**config.mk**
```make
export PLATFORM = sky130hd
export DESIGN_NAME = muldiv_unit
export DESIGN_NICKNAME = d
export VERILOG_FILES = /design/src/rtl/muldiv_unit_pkg.sv /design/src/rtl/muldiv_datapath.sv /design/src/rtl/muldiv_unit.sv
export SDC_FILE = /design/constraint.sdc
export NUM_CORES = 1
export LEC_CHECK = 0
export CAP_MARGIN = 0
export CORE_MARGIN = 8
export CORE_UTILIZATION = 49
export CTS_CLUSTER_DIAMETER = 120
export DETAILED_ROUTE_END_ITERATION = 16
export GPL_TIMING_DRIVEN = 0
export PLACE_DENSITY = 0.8
export SKIP_LAST_GASP = 1
export SLEW_MARGIN = 10
export SYNTH_ARGS = -nofsm -noshare
export SYNTH_HDL_FRONTEND = slang
export SYNTH_SLANG_ARGS = --single-unit
```
**constraint.sdc**
```tcl
create_clock -name CLK -period 6 [get_ports CLK]
set_input_delay 1.2 -clock CLK [delete_from_list [all_inputs] [get_ports CLK]]
set_output_delay 1.2 -clock CLK [all_outputs]
set_load 0.005 [all_outputs]
```
**src/rtl/muldiv_unit_pkg.sv**
```systemverilog
// Shared encodings for the multiply/divide unit, also used by decode and hazard logic.
package muldiv_unit_pkg;

  localparam int MD_WIDTH = 32;

  typedef enum logic [2:0] {
    MD_MULT  = 3'd0,
    MD_MULTU = 3'd1,
    MD_DIV   = 3'd2,
    MD_DIVU  = 3'd3,
    MD_MTHI  = 3'd4,
    MD_MTLO  = 3'd5,
    MD_NOP6  = 3'd6,
    MD_NOP7  = 3'd7
  } md_op_e;

  typedef enum logic [1:0] {
    ST_IDLE = 2'd0,
    ST_CALC = 2'd1,
    ST_FIX  = 2'd2
  } md_state_e;

endpackage

```
**src/rtl/muldiv_datapath.sv**
```systemverilog
// Iteration registers for shift-add multiply and restoring divide, plus sign fix-up.
// acc/low are shared: for multiply acc is the running upper half and low holds the
// multiplier being shifted out; for divide acc is the partial remainder and low
// shifts the dividend out while the quotient bits shift in.
module muldiv_datapath
  import muldiv_unit_pkg::*;
#(
  parameter int WIDTH = MD_WIDTH
) (
  input  logic             clk,
  input  logic             rst_n,
  input  logic             load,
  input  logic             step,
  input  logic             is_div,
  input  logic             is_signed,
  input  logic [WIDTH-1:0] a,
  input  logic [WIDTH-1:0] b,
  output logic [WIDTH-1:0] res_hi,
  output logic [WIDTH-1:0] res_lo
);

  logic [WIDTH:0]     acc;
  logic [WIDTH-1:0]   low;
  logic [WIDTH-1:0]   opb;
  logic               div_mode;
  logic               neg_main;
  logic               neg_rem;

  logic [WIDTH-1:0]   a_mag;
  logic [WIDTH-1:0]   b_mag;
  logic [WIDTH:0]     sum;
  logic [WIDTH:0]     shifted;
  logic [WIDTH:0]     diff;
  logic [WIDTH:0]     acc_step;
  logic [WIDTH-1:0]   low_step;
  logic [2*WIDTH-1:0] prod_raw;
  logic [2*WIDTH-1:0] prod_fix;
  logic [WIDTH-1:0]   quo_fix;
  logic [WIDTH-1:0]   rem_fix;

  // Operand magnitudes: two's-complement abs for signed ops (most-negative maps to itself, read unsigned)
  always_comb begin
    a_mag = (is_signed && a[WIDTH-1]) ? -a : a;
    b_mag = (is_signed && b[WIDTH-1]) ? -b : b;
  end

  // One iteration: add-then-shift for multiply, shift-then-trial-subtract for divide
  always_comb begin
    sum      = acc + (low[0] ? {1'b0, opb} : '0);
    shifted  = {acc[WIDTH-1:0], low[WIDTH-1]};
    diff     = shifted - {1'b0, opb};
    acc_step = {1'b0, sum[WIDTH:1]};
    low_step = {sum[0], low[WIDTH-1:1]};
    if (div_mode) begin
      if (!diff[WIDTH]) begin
        acc_step = diff;
        low_step = {low[WIDTH-2:0], 1'b1};
      end else begin
        acc_step = shifted;
        low_step = {low[WIDTH-2:0], 1'b0};
      end
    end
  end

  // Sign correction of the finished magnitudes and HI/LO result selection
  always_comb begin
    prod_raw = {acc[WIDTH-1:0], low};
    prod_fix = neg_main ? -prod_raw : prod_raw;
    quo_fix  = neg_main ? -low : low;
    rem_fix  = neg_rem ? -acc[WIDTH-1:0] : acc[WIDTH-1:0];
    res_hi   = div_mode ? rem_fix : prod_fix[2*WIDTH-1:WIDTH];
    res_lo   = div_mode ? quo_fix : prod_fix[WIDTH-1:0];
  end

  // Working registers: load magnitudes and result signs on accept, iterate while calculating
  always_ff @(posedge clk or negedge rst_n) begin
    if (!rst_n) begin
      acc      <= '0;
      low      <= '0;
      opb      <= '0;
      div_mode <= 1'b0;
      neg_main <= 1'b0;
      neg_rem  <= 1'b0;
    end else if (load) begin
      acc      <= '0;
      low      <= a_mag;
      opb      <= b_mag;
      div_mode <= is_div;
      neg_main <= is_signed && (a[WIDTH-1] ^ b[WIDTH-1]);
      neg_rem  <= is_signed && a[WIDTH-1];
    end else if (step) begin
      acc      <= acc_step;
      low      <= low_step;
    end
  end

endmodule

```
**src/rtl/muldiv_unit.sv**
```systemverilog
// Iterative multiply/divide unit owning HI/LO, with start/busy/done handshake,
// flush abort and divide-by-zero reporting.
module muldiv_unit
  import muldiv_unit_pkg::*;
#(
  parameter int WIDTH = MD_WIDTH
) (
  input  logic             CLK,
  input  logic             RST,
  input  logic             start,
  input  logic [2:0]       op,
  input  logic [WIDTH-1:0] rs,
  input  logic [WIDTH-1:0] rt,
  input  logic             flush,
  output logic             busy,
  output logic             done,
  output logic             div0,
  output logic [WIDTH-1:0] hi,
  output logic [WIDTH-1:0] lo
);

  localparam int CNT_W = $clog2(WIDTH) + 1;

  md_state_e        state;
  md_state_e        state_n;
  md_op_e           op_e;
  logic [CNT_W-1:0] cnt;
  logic [CNT_W-1:0] cnt_n;
  logic             load;
  logic             step;
  logic             fix_write;
  logic             mt_hi;
  logic             mt_lo;
  logic             div0_n;
  logic             is_div;
  logic             is_signed;
  logic [WIDTH-1:0] res_hi;
  logic [WIDTH-1:0] res_lo;

  assign op_e      = md_op_e'(op);
  assign is_div    = (op_e == MD_DIV) || (op_e == MD_DIVU);
  assign is_signed = (op_e == MD_MULT) || (op_e == MD_DIV);
  assign busy      = (state != ST_IDLE);
  assign step      = (state == ST_CALC);

  muldiv_datapath #(
    .WIDTH(WIDTH)
  ) u_datapath (
    .clk      (CLK),
    .rst_n    (RST),
    .load     (load),
    .step     (step),
    .is_div   (is_div),
    .is_signed(is_signed),
    .a        (rs),
    .b        (rt),
    .res_hi   (res_hi),
    .res_lo   (res_lo)
  );

  // Next-state and control decode; flush wins over both a new start and the FIX write
  always_comb begin
    state_n   = state;
    cnt_n     = cnt;
    load      = 1'b0;
    fix_write = 1'b0;
    mt_hi     = 1'b0;
    mt_lo     = 1'b0;
    div0_n    = 1'b0;
    case (state)
      ST_IDLE: begin
        if (start && !flush) begin
          case (op_e)
            MD_MULT, MD_MULTU, MD_DIV, MD_DIVU: begin
              if (is_div && (rt == '0)) begin
                div0_n = 1'b1;
              end else begin
                load    = 1'b1;
                cnt_n   = CNT_W'(WIDTH);
                state_n = ST_CALC;
              end
            end
            MD_MTHI: mt_hi = 1'b1;
            MD_MTLO: mt_lo = 1'b1;
            default: ;
          endcase
        end
      end
      ST_CALC: begin
        if (flush) begin
          state_n = ST_IDLE;
        end else begin
          cnt_n = cnt - CNT_W'(1);
          if (cnt == CNT_W'(1)) begin
            state_n = ST_FIX;
          end
        end
      end
      ST_FIX: begin
        state_n   = ST_IDLE;
        fix_write = !flush;
      end
      default: state_n = ST_IDLE;
    endcase
  end

  // State, counter and one-cycle status pulses
  always_ff @(posedge CLK or negedge RST) begin
    if (!RST) begin
      state <= ST_IDLE;
      cnt   <= '0;
      done  <= 1'b0;
      div0  <= 1'b0;
    end else begin
      state <= state_n;
      cnt   <= cnt_n;
      done  <= fix_write;
      div0  <= div0_n;
    end
  end

  // HI/LO architectural registers: written by a finished mul/div or by MTHI/MTLO
  always_ff @(posedge CLK or negedge RST) begin
    if (!RST) begin
      hi <= '0;
      lo <= '0;
    end else if (fix_write) begin
      hi <= res_hi;
      lo <= res_lo;
    end else if (mt_hi) begin
      hi <= rs;
    end else if (mt_lo) begin
      lo <= rs;
    end
  end

endmodule

```
==> flow_summary_export.csv <==
group,metric,value,unit
critical_path,cp-start-kind,"flop",
outcome,status,"completed",
floorplan,core,0.0295,mm2
route,routed_wl,54100,um
timing,rsz0062_at_grt,"false",
timing,fin_ws,0.666,ns
timing,relSlewSlack,30.9,%
cells_and_area,multi_input_area,0.00957,mm2
critical_path,critical_path_arrival,5.64,ns
global_routing,grt_start_max_net_pins,93,
cts,cts_tree,"built",
flow_run,drv_cap,0,
route,ant_nets,0,
timing,slew_viol_final,0,
cts,cts_buffer_depth,2,
synthesis,synth_edf_count,0,
timing,min_period,5.33,ns
route,avgRoutedWirePerCell,22.5,um
cts,numCtsBuffers,17,
timing,fmax,187,MHz
power,pwr-share-comb,58.1,%
cts,htreeDepth,4,
floorplan,std_cell_rows,63,
power,ir_worst_vdd,295,uV
critical_path,slowest_delay,0.70,ns
timing,hold-worst-slack,0.487,ns
synthesis,yosysWarnings,0,
timing,hold_viol,0,
global_routing,first_global_vias,14800,
power,p_clk_share,15.8,%
synthesis,synth_top_area_share,29.8,%
cells_and_area,stdcell_count,2410,
power,power_density,468,mW/mm2
synthesis,syn_nets,1995,
critical_path,crit_chain,"inv_1, ha_1, fa_1, nand2b_1, a21oi_1, o211ai_1, nand2_1, a311o_1, a21o_1, a21o_1, a21o_1, ha_1, clkbuf_1, clkbuf_1, a21oi_1, a21oi_1, o22ai_1",
route,num_vias,14800,
synthesis,synthCells,1850,
cells_and_area,syn2layout_area_growth,17.5,%
critical_path,critPathSlowestCell,"clkbuf_1",
place,port_buffers,137,
critical_path,cp_max_fo,10,
timing,finalSetupViolCount,0,
synthesis,netlist_area,0.0146,mm2
place,place_congestion,1.02,
place,pre_cts_ws,0.844,ns
power,p_int,4.23,mW
timing,tightestPinTransition,1.03,ns
synthesis,synth_seq_cells,174,
cells_and_area,fin_nets,2152,
cells_and_area,n_antenna_cell,0,
floorplan,dieHeight,189,um
floorplan,dieArea,0.0356,mm2
hold_path,hold_path_class,"reg2reg",
power,seq_power_share,26.1,%
timing,period_share,88.9,%
route,drt_first_iter_violations,1481,
synthesis,synth.area.top_cells,"dfrtp_1, nand2_1, ha_1, xor2_1, xnor2_1",
critical_path,crit_type,"reg2reg",
global_routing,antenna_found_initial,0,
cts,cts_hold_buffers,0,
place,dp_hpwl,42300,um
synthesis,synth_ff_type,"dfrtp_1",
place,placed_cell_area,0.0165,mm2
cts,clk_pin_slew,0.07,ns
route,drtPass1Iterations,5,
cts,cts_root_buf,"clkbuf_16",
cts,clk_latency,0.46,ns
synthesis,ys_seq_area_share,29.8,%
timing,finClkSkew,0.0100,ns
cells_and_area,drive_above_1_share,3.76,%
global_routing,grt_overflow_total,0,
synthesis,synth_area_leader_cell,"dfrtp_1",
power,leakagePower,7.06,nW
floorplan,io_pins,138,
synthesis,synthDistinctLibCells,79,
cts,cts_setup_buffers,0,
critical_path,critPathCaptureType,"flop",
cts,cts_resized,0,
cts,cts.sinks,174,
power,p_sw,3.80,mW
cells_and_area,seq_area,0.00435,mm2
floorplan,dieWidth,189,um
place,dpl.cell_count,2378,
synthesis,synthArstFlopShare,100,%
cells_and_area,post-route-cell-area,0.0171,mm2
route,vias_per_cell,6.15,
global_routing,grt_first_pass_wirelength,83900,um
critical_path,required,6.30,ns
floorplan,start_util,49.5,%
global_routing,grt_use_total,29.8,%
route,drc,0,
cells_and_area,fillers,2748,
power,switching_share,47.4,%
synthesis,avgSynthCellArea,7.89,um2
-- registers in the layout, summed over array words and instances, names as in the netlist, 2 cells and up --
name,flops
u_datapath.low,32
lo,32
state,2
cnt,6
u_datapath.opb,32
u_datapath.acc,33
hi,32
-- final cells by class --
type | instances | area share, %
Tap cell | 390 | 2.85
Inverter | 70 | 1.53
Clock buffer | 21 | 2.80
Buffer | 104 | 2.39
Multi-Input combinational cell | 1502 | 55.8
Timing Repair Buffer | 138 | 8.19
Sequential cell | 174 | 25.4
Clock inverter | 11 | 1.04
-- cells in the mapped netlist, types with 27 or more instances --
| master | n |
|---|---|
| nand2_1 | 264 |
| dfrtp_1 | 174 |
| nor2_1 | 144 |
| o21ai_0 | 140 |
| a21oi_1 | 121 |
| xor2_1 | 88 |
| xnor2_1 | 81 |
| clkbuf_1 | 80 |
| ha_1 | 72 |
| mux2i_1 | 70 |
| inv_1 | 69 |
| o21ai_1 | 65 |
| nor3_1 | 40 |
| nand3_1 | 38 |
| o211ai_1 | 29 |
| a31oi_1 | 28 |
| o31ai_1 | 28 |
| nand2b_1 | 27 |
-- kinds of logic after synthesis --
group | Yosys count | share of synthesized area, %
simple gates | 634 | 20.5
compound gates | 550 | 23.3
buf+inv | 174 | 4.61
flops | 174 | 29.8
xor+xnor | 169 | 10.1
mux | 75 | 5.19
fa+ha+maj | 74 | 6.45
-- path summary, 6_finish.rpt --
kind | cells after the start | slack [ns] | start | to
min in group asynchronous | 1 | 0.71 | RST | u_datapath.low[9]
max | 17 | 0.67 | u_datapath.low[31] | u_datapath.acc[1]
min reg2reg | 2 | 0.49 | u_datapath.opb[30] | u_datapath.opb[30]
min | 2 | 0.49 | u_datapath.opb[30] | u_datapath.opb[30]
max in group asynchronous | 2 | 4.36 | RST | u_datapath.acc[29]
max reg2reg | 17 | 0.67 | u_datapath.low[31] | u_datapath.acc[1]
-- metrics by stage --
step	utilization [%]	setup TNS (ns)	total power, mW
after floorplan	-	0	5.06
after global placement	55.8	-607.73	6.59
after detailed placement	55.9	0	6.65
after CTS	58.2	0	7.93
after global routing	58.2	0	8.53
final	58.2	0	8.03
-- worst max-delay path: cells and delay by family, from the launching register on --
| family | cells | cell delay (ns) |
|---|---|---|
| AOI/OAI and AO/OA | 9 | 1.96 |
| adders and majority gates | 3 | 0.89 |
| buffers and inverters | 3 | 1.55 |
| DFF | 1 | 0.47 |
| and+or+nand+nor | 2 | 0.31 |
-- layer usage --
| layer | global-route usage (%) | vias to the layer above | share of wire (%) |
|---|---|---|---|
| met4 | 14.8 | 0 | 4.8 |
| met2 | 51.2 | 724 | 48 |
| li1 | - | 6924 | - |
| met1 | 35.8 | 7010 | 40 |
| met3 | 4.81 | 156 | 7.5 |
| met5 | 0 | - | 0 |
-- cells in the final DEF, fill, tap and decap left out, types with 11 or more instances in the layout --
cell	count
o21ai_0	140
inv_1	69
nand2_1	264
ha_1	72
nor2_1	144
o211ai_1	29
nor2b_1	17
or4_1	12
a21oi_1	121
o31ai_1	28
o21ai_1	65
nor4_1	12
clkbuf_1	80
o41ai_1	11
nand3_1	38
nor3_1	40
xor2_1	88
nand2b_1	27
xnor2_1	81
clkbuf_16	17
a21o_1	26
a31oi_1	28
buf_1	13
mux2i_1	70
or3_1	22
clkdlybuf4s50_1	136
dfrtp_1	174
-- power groups by stage --
stage | combinational (mW) | sequential [mW] | clock (mW)
after floorplan | 3.14 | 1.92 | 0
after global placement | 4.51 | 2.08 | 0
after detailed placement | 4.56 | 2.09 | 0
after CTS | 4.60 | 2.07 | 1.26
after global routing | 5.10 | 2.14 | 1.30
final | 4.67 | 2.10 | 1.27
No activity file was read; power rests on OpenSTA's default activity.
